**src/rtl/shift_add_mult_pkg.sv**
```systemverilog
// Shared constants for the shift-add multiplier: FSM state encodings and
// the width-derived size of the iteration counter.
package shift_add_mult_pkg;

  typedef enum logic [1:0] {
    IDLE = 2'd0,
    CALC = 2'd1,
    SIGN = 2'd2
  } state_t;

  // Bits needed to count 0..width inclusive, i.e. ceil(log2(width+1)).
  function automatic int cnt_bits(input int width);
    return $clog2(width + 1);
  endfunction

endpackage

```
**src/rtl/shift_add_mult.sv**
```systemverilog
// Sequential shift-add multiplier: WIDTH cycles of add/shift on operand
// magnitudes, then one cycle to apply the sign and publish the product.
module shift_add_mult
  import shift_add_mult_pkg::*;
#(
  parameter int WIDTH = 4
) (
  input  logic                 clk,
  input  logic                 rst_n,
  input  logic                 start,
  input  logic                 signed_mode,
  input  logic [WIDTH-1:0]     a,
  input  logic [WIDTH-1:0]     b,
  output logic                 busy,
  output logic                 done,
  output logic [2*WIDTH-1:0]   product
);

  localparam int CW = cnt_bits(WIDTH);

  state_t               state;
  logic [2*WIDTH-1:0]   mcand;
  logic [WIDTH-1:0]     mplier;
  logic [2*WIDTH-1:0]   acc;
  logic [CW-1:0]        cnt;
  logic                 neg;

  logic [WIDTH-1:0]     a_mag;
  logic [WIDTH-1:0]     b_mag;
  logic                 a_neg;
  logic                 b_neg;

  // The magnitude of -2^(WIDTH-1) wraps to 2^(WIDTH-1), which is exactly
  // right when the result is read back as unsigned.
  assign a_neg = signed_mode & a[WIDTH-1];
  assign b_neg = signed_mode & b[WIDTH-1];
  assign a_mag = a_neg ? (~a + WIDTH'(1)) : a;
  assign b_mag = b_neg ? (~b + WIDTH'(1)) : b;

  always_ff @(posedge clk or negedge rst_n) begin
    if (!rst_n) begin
      state   <= IDLE;
      mcand   <= '0;
      mplier  <= '0;
      acc     <= '0;
      cnt     <= '0;
      neg     <= 1'b0;
      busy    <= 1'b0;
      done    <= 1'b0;
      product <= '0;
    end else begin
      done <= 1'b0;
      case (state)
        IDLE: begin
          if (start) begin
            mcand  <= {{WIDTH{1'b0}}, a_mag};
            mplier <= b_mag;
            neg    <= a_neg ^ b_neg;
            acc    <= '0;
            cnt    <= '0;
            busy   <= 1'b1;
            state  <= CALC;
          end
        end
        CALC: begin
          if (mplier[0]) begin
            acc <= acc + mcand;
          end
          mcand  <= mcand << 1;
          mplier <= mplier >> 1;
          cnt    <= cnt + CW'(1);
          if (cnt == CW'(WIDTH - 1)) begin
            state <= SIGN;
          end
        end
        SIGN: begin
          product <= neg ? (~acc + (2*WIDTH)'(1)) : acc;
          done    <= 1'b1;
          busy    <= 1'b0;
          state   <= IDLE;
        end
        default: begin
          busy  <= 1'b0;
          state <= IDLE;
        end
      endcase
    end
  end

endmodule

```
**config.mk**
```make
export PLATFORM = sky130hd
export DESIGN_NAME = shift_add_mult
export DESIGN_NICKNAME = d
export VERILOG_FILES = /design/src/rtl/shift_add_mult_pkg.sv /design/src/rtl/shift_add_mult.sv
export SDC_FILE = /design/constraint.sdc
export NUM_CORES = 1
export LEC_CHECK = 0
export CORE_MARGIN = 2
export CORE_UTILIZATION = 58
export CTS_BUF_LIST = sky130_fd_sc_hd__clkbuf_2
export CTS_CLUSTER_SIZE = 8
export DETAILED_ROUTE_END_ITERATION = 8
export PLACE_DENSITY = 0.85
export SLEW_MARGIN = 15
export SYNTH_ARGS = -nofsm -noshare
export SYNTH_HDL_FRONTEND = slang
export SYNTH_SLANG_ARGS = --single-unit
```
**constraint.sdc**
```tcl
create_clock -name clk -period 2.09 [get_ports clk]
set_input_delay 0.209 -clock clk [delete_from_list [all_inputs] [get_ports clk]]
set_output_delay 0.209 -clock clk [all_outputs]
set_load 0.03 [all_outputs]
```
==> results.md, run 1 <==
Outcome:
- The flow ran to the end, and the final reports show no timing, DRC or antenna violations.

Cells and area:
- In the final layout, the share of cells above drive strength 1 is 0.0958.
- The filler cells instantiated in the layout total roughly 270.
- Compared with the post-synthesis result, the final layout area differs by 19.0%.
- The final antenna diode count is 0.
- The number of nets at the end of the flow is 264.

Place:
- The pre-CTS setup slack is approximately 0.084 ns.
- The last weighted congestion value of the routability-driven placer is 0.933.
- The HPWL after detailed placement is 2790 um.
- During placement, the flow inserted port buffers numbering 21.

Timing:
- The clock period minus final worst setup slack is about 2.0 ns.
- Setup repair after global routing left no endpoint under its margin.
- The final count of pins violating max slew is 0.
- In this run the tightest slew margin relative to its limit is 0.691.
- Setup violations remaining at the end of the flow were counted as 0.
- Setup slack closes at 0.0791 ns.
- The final hold violation count is 0.
- Between clock sinks in the finished design, the worst skew comes to 0.00786 ns.
- For the pin with the worst max-slew slack, the measured transition is around 0.46 ns.
- The final sum of negative setup slack is 0 ns.
- The timing-limited maximum frequency is 497 MHz.
- Of the available clock period, the critical path in the final layout requires 0.962.

Critical path:
- The critical-path maximum fanout is 4.
- In this run the worst setup path begins at acc[0]$_DFFE_PN0P_.
- The element type at the critical path end is a flop.
- The type of element launching the critical path is a flop.
- The worst register-to-register path ends at acc[6]$_DFFE_PN0P_.
- The slack of the worst reg-to-reg path is slightly below 0.08 ns.
- The critical path data arrival time is 2.29 ns.
- The startpoint of the worst register-to-register path is acc[0]$_DFFE_PN0P_.
- Data on the critical path is required at its endpoint by 2.37 ns.
- For the worst flop-to-flop path, the logic depth is 7.
- The worst setup path endpoint is acc[6]$_DFFE_PN0P_.
- The type of the setup path with the least slack is flop to flop.

Synthesis:
- Synthesis inferred 36 register bits.
- The post-synthesis sequential area ratio is 0.457.
- The synthesized cell area is 1970 um^2.
- Yosys printed 0 warnings.
- The post-synthesis area per instance is 9.47 um^2.
- For this run, asynchronously set or reset flops after synthesis account for 1.00.
- The top flip-flop cell by instance count after synthesis is sky130_fd_sc_hd__dfrtp_1.
- The netlist uses 33 different library cells.
- Synthesis produced a netlist with a net count of 233.
- Counting flops with a built-in enable in the synthesized netlist gives 0.
- The cell count after synthesis is approximately 210.

Clock network:
- In this run the clock root is driven by a sky130_fd_sc_hd__clkbuf_2.
- The total number of H-tree levels is 2.
- The number of clock buffers added by TritonCTS is 5.
- The clock tree from TritonCTS is yes.
- The clock sink total is 36.
- The clock transition at the registers of the reported paths is 0.17 ns.
- The maximum root-to-sink buffer count is 2.
- The clock insertion delay at the later pin of the skew report is 0.37 ns.

Floorplanning:
- The die is 62.3 um tall.
- The floorplan die width is about 62 um.
- For this configuration, the core starts out at a cell density of 0.595.
- The die covers 3880 um^2.
- In this run the standard cell core region covers 3310 um^2.
- The count of standard-cell rows is 21.
- The number of top-level pins is 22.

Global routing:
- The pin count of the biggest net entering global routing is 37.
- Global routing finished with a remaining overflow of 0.
- The total track usage is 0.208.
- The via count of the first global-routing pass was 1458.
- The global-route wire length before repair is 6370 um.
- The initial antenna violation count is 0.

Pwr:
- The analysis attributes to cell leakage a power of 1.09 nW.
- The worst-case vdd ir drop is between 0.6 and 0.7 mV.
- In this run the power density over the cells is 1180 nW/um^2.

Drt:
- The mean number of vias per cell is 5.55.
- Before antenna repair, the detailed router went through 4 iterations.
- The average wire per standard cell is 13.0 um.
- The detail route stage leaves a number of antenna-violating nets equal to 0.
- In the routed design, unresolved DRC markers number 0.
- The detailed-route wire length is 3710 um.
- The total vias in the final route is 1588.
- After the first detailed-routing iteration, the DRC count stood at 38.

Flow run:
- Across the run, the number of max-cap violations was 0.

Min path:
- The min-delay analysis places its worst path in the category input port to async pin.
routing by layer:
layer,GRT usage,routed length (um),up-vias,part of all wire
met5,0,0,-,0
met4,0.0667,31,0,0.0083
met3,0.0543,196,4,0.053
met2,0.342,1760,41,0.47
met1,0.271,1720,745,0.46
li1,-,-,798,-
report_power, final:
group / internal, W / switching, W / leakage [nW]
Sequential: 0.000926 / 0.000179 / 0.473
Clock: 0.0000837 / 0.000227 / 0.0266
Combinational: 0.000612 / 0.000743 / 0.586
Total: 0.00162 / 0.00115 / 1.09
sequential cells by signal, indices dropped and copies added (netlist names):
signal   count
neg          1
state        2
mplier       4
done         1
product      8
busy         1
cnt          3
acc          8
mcand        8
logic make-up after synthesis:
group,count (synthesis),share of synthesized area
mux,4,0.0203
xor+xnor,12,0.0533
compound gates,61,0.199
flops,36,0.457
buf+inv,17,0.0343
fa+ha+maj,13,0.0863
simple gates,65,0.150
Yosys cell counts, types with 2 or more instances:
cell | instances | area (um^2)
sky130_fd_sc_hd__nand2_1 | 36 | 135
sky130_fd_sc_hd__nor2_1 | 10 | 37.5
sky130_fd_sc_hd__clkbuf_1 | 7 | 26.3
sky130_fd_sc_hd__nand3_1 | 2 | 10.0
sky130_fd_sc_hd__a21oi_1 | 6 | 30.0
sky130_fd_sc_hd__xor2_1 | 7 | 61.3
sky130_fd_sc_hd__nand2b_1 | 3 | 18.8
sky130_fd_sc_hd__a211oi_1 | 2 | 15.0
sky130_fd_sc_hd__inv_1 | 9 | 33.8
sky130_fd_sc_hd__o31ai_1 | 4 | 30.0
sky130_fd_sc_hd__o211ai_1 | 2 | 15.0
sky130_fd_sc_hd__a21o_1 | 3 | 22.5
sky130_fd_sc_hd__nor3b_1 | 3 | 22.5
sky130_fd_sc_hd__and2_1 | 3 | 18.8
sky130_fd_sc_hd__dfrtp_1 | 36 | 901
sky130_fd_sc_hd__mux2i_1 | 4 | 40.0
sky130_fd_sc_hd__ha_1 | 12 | 150
sky130_fd_sc_hd__a22o_1 | 7 | 61.3
sky130_fd_sc_hd__a22oi_1 | 5 | 37.5
sky130_fd_sc_hd__o21bai_1 | 2 | 15.0
sky130_fd_sc_hd__nor2b_1 | 5 | 31.3
sky130_fd_sc_hd__o21ai_0 | 25 | 125
sky130_fd_sc_hd__xnor2_1 | 5 | 43.8
cell usage in the layout (no fill, tap or decap), types with 2 or more instances in the layout:
cell type                         synthesis  layout
sky130_fd_sc_hd__o211ai_1                 2       2
sky130_fd_sc_hd__a21oi_1                  6       5
sky130_fd_sc_hd__ha_1                    12      11
sky130_fd_sc_hd__a21o_1                   3       3
sky130_fd_sc_hd__clkbuf_2                 0       6
sky130_fd_sc_hd__o21bai_1                 2       2
sky130_fd_sc_hd__a22o_1                   7       7
sky130_fd_sc_hd__nor2_1                  10      10
sky130_fd_sc_hd__xnor2_1                  5       5
sky130_fd_sc_hd__clkdlybuf4s50_1          0      21
sky130_fd_sc_hd__and2_1                   3       3
sky130_fd_sc_hd__inv_1                    9       9
sky130_fd_sc_hd__buf_4                    1      11
sky130_fd_sc_hd__mux2i_1                  4       4
sky130_fd_sc_hd__o21ai_0                 25      24
sky130_fd_sc_hd__nand3_1                  2       2
sky130_fd_sc_hd__a22oi_1                  5       5
sky130_fd_sc_hd__nand2b_1                 3       3
sky130_fd_sc_hd__xor2_1                   7       7
sky130_fd_sc_hd__o31ai_1                  4       4
sky130_fd_sc_hd__nor2b_1                  5       5
sky130_fd_sc_hd__dfrtp_1                 36      35
sky130_fd_sc_hd__nor3b_1                  3       3
sky130_fd_sc_hd__nand2_1                 36      36
critical path, cell delays in order, from the launching register on:
cell	delay, ns
sky130_fd_sc_hd__dfrtp_1	0.45
sky130_fd_sc_hd__ha_1	0.25
sky130_fd_sc_hd__fa_1	0.43
sky130_fd_sc_hd__a21o_1	0.17
sky130_fd_sc_hd__a21o_1	0.20
sky130_fd_sc_hd__a21oi_2	0.15
sky130_fd_sc_hd__mux2i_1	0.20
sky130_fd_sc_hd__nand2_1	0.06
area by class of cell:
| type | instances | area (um^2) | share of cell area |
|---|---|---|---|
| clock buffer | 6 | 30.0 | 0.0128 |
| clock inverter | 2 | 11.3 | 0.00480 |
| inverter | 9 | 33.8 | 0.0144 |
| multi-input combinational | 155 | 1020 | 0.434 |
| sequential | 36 | 902 | 0.385 |
| tap | 46 | 57.6 | 0.0245 |
| timing repair buffer | 32 | 293 | 0.125 |
worst min-delay path by stage:
stage               slack [ns]                   start  depth (start not counted)                      to
CTS                       0.21                   rst_n                          2  product[2]$_DFFE_PN0P_
finish                    0.23                   rst_n                          2    state[1]$_DFFE_PN0P_
global placement          0.46  product[4]$_DFFE_PN0P_                          2  product[4]$_DFFE_PN0P_
global route              0.23                   rst_n                          2  product[2]$_DFFE_PN0P_
detailed placement        0.47  product[1]$_DFFE_PN0P_                          2  product[1]$_DFFE_PN0P_
floorplan                -0.09                   rst_n                          0      acc[0]$_DFFE_PN0P_
metrics by stage:
stage / cell area [um^2] / utilization / std cells / hold slack [ns] / total power, W
2_1_floorplan: 1970 / - / 208 / -0.0866 / 0.00200
3_3_place_gp: 2280 / 0.689 / 277 / 0.460 / 0.00240
3_5_place_dp: 2280 / 0.689 / 277 / 0.469 / 0.00244
4_1_cts: 2320 / 0.701 / 285 / 0.212 / 0.00276
5_1_grt: 2340 / 0.708 / 286 / 0.230 / 0.00300
6_report: 2340 / 0.708 / 286 / 0.227 / 0.00277
timing repair:
action	CTS	global route
hold buffers	0	0
gates resized for setup	0	6
endpoints found under the setup margin	0	2
setup buffers	0	1
Note: power is estimated with default switching activity, not from simulation.
==> inputs of run 2 (changes only) <==
--- a/config.mk
+++ b/config.mk
@@ -11,7 +11,9 @@
 export CTS_CLUSTER_SIZE = 8
 export DETAILED_ROUTE_END_ITERATION = 8
 export PLACE_DENSITY = 0.85
+export REMOVE_ABC_BUFFERS = 1
 export SLEW_MARGIN = 15
 export SYNTH_ARGS = -nofsm -noshare
 export SYNTH_HDL_FRONTEND = slang
 export SYNTH_SLANG_ARGS = --single-unit
+export TNS_END_PERCENT = 30
==> run 2 against run 1 <==
Against the previous run:
- combinational power is 3% lower
- critical endpoint unchanged
- largest power group unchanged
- largest cell class unchanged
- cell count decreased by 0.35%
- power up 3.2%
==> results.md, run 2 (synthesis results as in run 1) <==
Outcome:
- The run finished with clean final reports.

Drt:
- The total routed wire length on the met1 layer is 1640 um (-4.8%).
- The final antenna-violating net count is 0 (unchanged).
- The average wire per standard cell is 12.4 um (-4.6%).
- The violation count after the first detailed-routing iteration is 56 (+47%).
- The total vias in the final route is 1529 (-3.7%).
- The met2 wirelength from detailed routing was 1670 um (-5.2%).
- The number of optimization iterations in the first detailed-route pass was 4 (unchanged).
- The detailed-route wire length is 3530 um (-4.9%).
- The uppermost layer routed is met4.
- The mean number of vias per cell was 5.36 (-3.4%).
- The post-route DRC violation count is 0 (unchanged).
- The met3 wirelength from detailed routing is 160 um (-18%).

Timing:
- The final hold violation count is 0 (unchanged).
- The final hold slack is 0.206 ns (-0.0209 ns).
- The timing-limited maximum frequency came to 510 MHz (+2.6%).
- The final count of negative-setup-slack endpoints is 0 (unchanged).
- The slew at the pin with the worst max-slew slack is 0.493 ns (+0.0305 ns).
- The clock period minus final worst setup slack is 1.96 ns (-0.0503 ns).
- Setup repair after global routing left no endpoint under its margin.
- The final sum of negative setup slack is 0 ns (unchanged).
- The maximum clock skew at final layout was 0.0141 ns (+0.00619 ns).
- The final cycle utilization of the critical path was 0.938 (-0.0241).
- The final count of pins violating max slew was 0 (unchanged).
- The headroom to the max-slew limit was 0.671 (-0.0203).

Min path:
- The worst hold path belongs to the class input port to async pin.

Global routing:
- The global-route wire length before repair was 6530 um (+2.6%).
- The pin count of the biggest net entering global routing is 37 (unchanged).
- The initial antenna violation count is 0 (unchanged).
- The via count of the first global-routing pass came to 1480 (+1.5%).
- The total track usage came to 0.214 (+0.00602).
- The overflow left after global routing is 0 (unchanged).

Floorplanning:
- The die area is 3880 um^2 (unchanged).
- The number of top-level pins is 22 (unchanged).
- The floorplan die width came to 62.3 um (unchanged).
- The initial core utilization is 0.595 (unchanged).
- The die boundary height is 62.3 um (unchanged).
- The count of standard-cell rows is 21 (unchanged).
- The core box area is 3310 um^2 (unchanged).

Critical path:
- The type of element launching the critical path is a flop.
- The slowest cell on the critical path is sky130_fd_sc_hd__dfrtp_1.
- In this design, the largest share of critical-path delay is due to adder cells.
- The required arrival time at the worst endpoint is 2.39 ns (+0.02 ns).
- The cell repeated most along the worst path is sky130_fd_sc_hd__a21o_1.
- The type of the setup path with the least slack is flop to flop.
- Walking the worst path, the cells encountered are ha_2 > fa_1 > a21o_1 > a21o_1 > a21oi_1 > mux2i_1 > nand2_1.
- The critical-path maximum fanout is 4 (unchanged).
- The critical path data arrival time is 2.26 ns (-0.03 ns).
- The combined buffer and inverter count along the critical path is 0 (unchanged).
- The element type at the critical path end is a flop.
- The biggest cell delay along the critical path was 0.45 ns (about the same).

Cells and area:
- The design area was 2350 um^2 (+0.32%).
- Leaving out fill and tap cells, the most frequent cells in the layout are sky130_fd_sc_hd__nand2_1, sky130_fd_sc_hd__dfrtp_1, sky130_fd_sc_hd__o21ai_0, sky130_fd_sc_hd__clkdlybuf4s50_1, sky130_fd_sc_hd__ha_1.
- The end-of-flow core utilization is 0.711 (+0.00227).
- The final antenna diode count is 0 (unchanged).
- The share of final-layout standard cells stronger than drive strength 1 came to 0.0837 (-0.0122).
- The number of nets at the end of the flow is 263 (-0.38%).
- The number of cells in the finished layout apart from fillers came to 285 (-0.35%).
- In the final layout, the registers with the most flip-flops are acc x8, mcand x8, product x8.
- The relative area change from synthesis to final layout is 19.4%.

Clock network:
- The CTS buffer count came to 5 (unchanged).
- The maximum root-to-sink buffer count was 2 (unchanged).
- The clock tree from TritonCTS is yes.
- The clock transition at the registers of the reported paths is 0.17 ns (about the same).
- The clock insertion delay at the later pin of the skew report is 0.39 ns (+0.02 ns).
- The clock sink total is 36 (unchanged).
- The total number of H-tree levels came to 2 (unchanged).
- The library cell used as clock root buffer is sky130_fd_sc_hd__clkbuf_2.

Place:
- The cell area after placement is 2270 um^2 (-0.33%).
- The number of instances in the placed design came to 276 (-0.36%).
- The detailed placer's ending HPWL is 2660 um (-4.8%).
- The last weighted congestion value of the routability-driven placer came to 0.874 (-6.3%).
- The number of buffers added on ports is 21 (unchanged).

Flow run:
- The max-cap violation count is 0 (unchanged).

Pwr:
- The worst-case vdd ir drop is 0.642 mV (+5.3%).
- The standby leakage power came to 1.10 nW (+1.1%).
- The power density over the cells was 1220 nW/um^2 (+2.8%).
## run 2: cell count changes in the layout (fill, tap and decap cells not counted), sizes merged
cell / change
buf: -1
bufinv: +1
clkinvlp: -1
## run 2: repair_timing
| action | in CTS | in global routing |
|---|---|---|
| resized for setup | 0 | 3 |
| setup buffers | 0 | 1 |
| setup endpoints to repair | 0 | 2 |
| hold endpoints to repair | 0 | 0 |
| hold buffers | 0 | 0 |
## run 2: final timing paths
path | cells after the start | startpoint | endpoint | slack, ns
setup reg to reg | 7 | acc[0]$_DFFE_PN0P_ | acc[6]$_DFFE_PN0P_ | 0.13
setup / recovery | 7 | acc[0]$_DFFE_PN0P_ | acc[6]$_DFFE_PN0P_ | 0.13
hold / removal | 2 | rst_n | product[0]$_DFFE_PN0P_ | 0.21
min in group clk | 3 | signed_mode | neg$_DFFE_PN0P_ | 0.46
max in group asynchronous | 2 | rst_n | acc[1]$_DFFE_PN0P_ | 1.56
hold reg to reg | 2 | product[1]$_DFFE_PN0P_ | product[1]$_DFFE_PN0P_ | 0.50
## run 2: layout make-up
cell class	instances	area, um^2
multi-input cells	155	1010
fillers	277	958
clock buffers	6	30.0
flip-flops and latches	36	901
repair buffers	31	285
clock inverters	2	35.0
inverters	9	33.8
well taps	46	57.6
## run 2: power by group
| part | switching [W] | internal [W] |
|---|---|---|
| logic | 0.000724 | 0.000601 |
| registers | 0.000175 | 0.000925 |
| clock network | 0.000228 | 0.000206 |
## run 2: through the flow
| step | worst slack, ns | total power, W |
|---|---|---|
| 2_1_floorplan | 0.0395 | 0.00196 |
| 3_3_place_gp | 0.118 | 0.00239 |
| 3_5_place_dp | 0.0650 | 0.00243 |
| 4_1_cts | 0.0231 | 0.00287 |
| 5_1_grt | 0.0136 | 0.00311 |
| 6_report | 0.129 | 0.00286 |
## run 2: metal layers
metal  vias to the layer above  global-route usage
li1                        790                   -
met5                         -                   0
met1                       702               0.283
met3                         5              0.0598
met2                        32               0.330
met4                         0              0.0972
==> inputs of run 3 (changes only) <==
--- a/config.mk
+++ b/config.mk
@@ -10,6 +10,7 @@
 export CTS_BUF_LIST = sky130_fd_sc_hd__clkbuf_2
 export CTS_CLUSTER_SIZE = 8
 export DETAILED_ROUTE_END_ITERATION = 8
+export MAX_ROUTING_LAYER = met4
 export PLACE_DENSITY = 0.85
 export REMOVE_ABC_BUFFERS = 1
 export SLEW_MARGIN = 15
==> run 3 against run 2 <==
Against the previous run:
- cell count unchanged
- sequential share of layout area did not move
- largest cell class unchanged
- critical path type unchanged
- critical endpoint unchanged
- clock power is essentially flat
- critical path depth unchanged
==> results.md, run 3 (synthesis results as in run 1) <==
Floorplanning:
- The initial core utilization came to 0.595 (unchanged).
- The number of top-level pins is 22 (unchanged).
- The count of standard-cell rows is 21 (unchanged).
- The floorplan die width was 62.3 um (unchanged).
- The die boundary height came to 62.3 um (unchanged).
- The die area is 3880 um^2 (unchanged).
- The core box area came to 3310 um^2 (unchanged).

Cells and area:
- The share of final-layout standard cells stronger than drive strength 1 is 0.0837 (unchanged).
- The largest registers in the layout are acc x8, mcand x8, product x8.
- The number of cells in the finished layout apart from fillers is 285 (unchanged).
- The number of inserted filler cells in the final layout was 277 (unchanged).
- The relative area change from synthesis to final layout is 19.4% (unchanged).
- In the layout the commonest cells are sky130_fd_sc_hd__nand2_1, sky130_fd_sc_hd__dfrtp_1, sky130_fd_sc_hd__o21ai_0, sky130_fd_sc_hd__clkdlybuf4s50_1, sky130_fd_sc_hd__ha_1.
- The final antenna diode count was 0 (unchanged).
- The number of nets at the end of the flow is 263 (unchanged).

Critical path:
- The required arrival time at the worst endpoint was 2.39 ns (about the same).
- The critical path data arrival time came to 2.26 ns (about the same).
- The slowest cell on the critical path is sky130_fd_sc_hd__dfrtp_1.
- The critical path in this run is classified as flop to flop.
- Traced cell by cell, the critical path runs through ha_2 > fa_1 > a21o_1 > a21o_1 > a21oi_1 > mux2i_1 > nand2_1.
- The combined buffer and inverter count along the critical path was 0 (unchanged).
- The kind of cell with the highest combined delay on the critical path is adder cells.
- The critical-path maximum fanout was 4 (unchanged).
- The cell repeated most along the worst path is sky130_fd_sc_hd__a21o_1.
- The type of element launching the critical path is a flop.
- The element type at the critical path end is a flop.
- The biggest cell delay along the critical path is 0.45 ns (about the same).

Timing:
- The maximum clock skew at final layout is 0.0115 ns (-0.00258 ns).
- The final count of negative-setup-slack endpoints is 0 (unchanged).
- The final hold slack was 0.209 ns (+0.00322 ns).
- The headroom to the max-slew limit is 0.670 (-0.00151).
- The timing-limited maximum frequency was 510 MHz (about the same).
- The final sum of negative setup slack came to 0 ns (unchanged).
- The final hold violation count is 0 (unchanged).
- The final cycle utilization of the critical path is 0.937 (about the same).
- The post-route worst setup slack was 0.131 ns (+0.00131 ns).
- The slew at the pin with the worst max-slew slack came to 0.496 ns (+0.00227 ns).
- The final count of pins violating max slew is 0 (unchanged).
- Setup repair after global routing left no endpoint under its margin.
- The clock period minus final worst setup slack came to 1.96 ns (-0.00131 ns).

Drt:
- The uppermost layer routed is met4.
- The detailed-route wire length came to 3530 um (-0.20%).
- The violation count after the first detailed-routing iteration is 65 (+16%).
- The number of optimization iterations in the first detailed-route pass is 4 (unchanged).
- The final antenna-violating net count is 0 (unchanged).
- The met3 wirelength from detailed routing was 188 um (+18%).
- The post-route DRC violation count is 0 (unchanged).
- The total vias in the final route is 1530 (+0.065%).
- The total routed wire length on the met1 layer is 1610 um (-2.0%).
- The average wire per standard cell is 12.4 um (-0.20%).
- The met2 wirelength from detailed routing is 1660 um (-0.72%).
- The mean number of vias per cell is 5.37 (about the same).

Min path:
- The class of the tightest hold or removal check is input port to async pin.

Pwr:
- The power density over the cells is 1210 nW/um^2 (about the same).
- The worst-case vdd ir drop was 0.642 mV (+0.13%).
- The standby leakage power was 1.10 nW (unchanged).
- The overall power after layout is 0.00286 W (about the same).

Place:
- The number of buffers added on ports was 21 (unchanged).
- The detailed placer's ending HPWL is 2660 um (unchanged).
- The last weighted congestion value of the routability-driven placer came to 0.888 (+1.6%).
- The number of instances in the placed design came to 276 (unchanged).
- The pre-CTS setup slack was 0.0650 ns (unchanged).

Global routing:
- The via count of the first global-routing pass is 1481 (+0.068%).
- The initial antenna violation count is 0 (unchanged).
- The global-route wire length before repair was 6530 um (unchanged).
- The overflow left after global routing is 0 (unchanged).
- The pin count of the biggest net entering global routing is 37 (unchanged).
- The total track usage was 0.220 (+0.00622).

Clock network:
- The total number of H-tree levels is 2 (unchanged).
- TritonCTS built the clock tree.
- The clock insertion delay at the later pin of the skew report was 0.39 ns (about the same).
- The maximum root-to-sink buffer count came to 2 (unchanged).
- In this run the clock root is driven by a sky130_fd_sc_hd__clkbuf_2.
- The clock transition at the registers of the reported paths is 0.17 ns (about the same).
- The CTS buffer count was 5 (unchanged).
- The clock sink total came to 36 (unchanged).

Outcome:
- The flow ran to the end, and the final reports show no timing, DRC or antenna violations.

Flow run:
- The max-cap violation count was 0 (unchanged).
[run 3: cell counts in the layout (fill, tap and decap cells not counted)]
No cell type changed its count.
[run 3: where the power goes]
group          leakage, nW  switching, W  internal [W]  total (W)
registers            0.475      0.000175      0.000925    0.00110
logic                0.580      0.000723      0.000601    0.00132
clock network       0.0430      0.000228      0.000206   0.000434
total                 1.10       0.00113       0.00173    0.00286
[run 3: per-layer routing]
metal  track usage  vias up
met3        0.0598        6
met1         0.283      698
li1              -      791
met2         0.330       35
met5             -        -
met4        0.0972        0
[run 3: final timing paths]
| path | endpoint | cells after the start | slack [ns] | start |
|---|---|---|---|---|
| hold / removal | product[0]$_DFFE_PN0P_ | 2 | 0.21 | rst_n |
| setup / recovery | acc[6]$_DFFE_PN0P_ | 7 | 0.13 | acc[0]$_DFFE_PN0P_ |
| hold reg to reg | product[1]$_DFFE_PN0P_ | 2 | 0.50 | product[1]$_DFFE_PN0P_ |
| min in group clk | neg$_DFFE_PN0P_ | 3 | 0.46 | signed_mode |
| setup reg to reg | acc[6]$_DFFE_PN0P_ | 7 | 0.13 | acc[0]$_DFFE_PN0P_ |
| max in group asynchronous | acc[1]$_DFFE_PN0P_ | 2 | 1.56 | rst_n |
[run 3: repair_timing]
item,4_1_cts,5_1_grt
gates resized for setup,0,3
hold buffers,0,0
setup endpoints to repair,0,2
buffers inserted,0,1
[run 3: cell type report]
cell class | count | area, um^2 | share of cell area
multi-input combinational | 155 | 1010 | 0.429
sequential | 36 | 901 | 0.383
timing repair buffer | 31 | 285 | 0.121
tap | 46 | 57.6 | 0.0245
clock inverter | 2 | 35.0 | 0.0149
inverter | 9 | 33.8 | 0.0144
clock buffer | 6 | 30.0 | 0.0128
[run 3: stage by stage]
step | area [um^2] | utilization
floorplan | 1940 | -
global placement | 2270 | 0.686
CTS | 2340 | 0.706
detailed placement | 2270 | 0.686
finish | 2350 | 0.711
global route | 2350 | 0.711
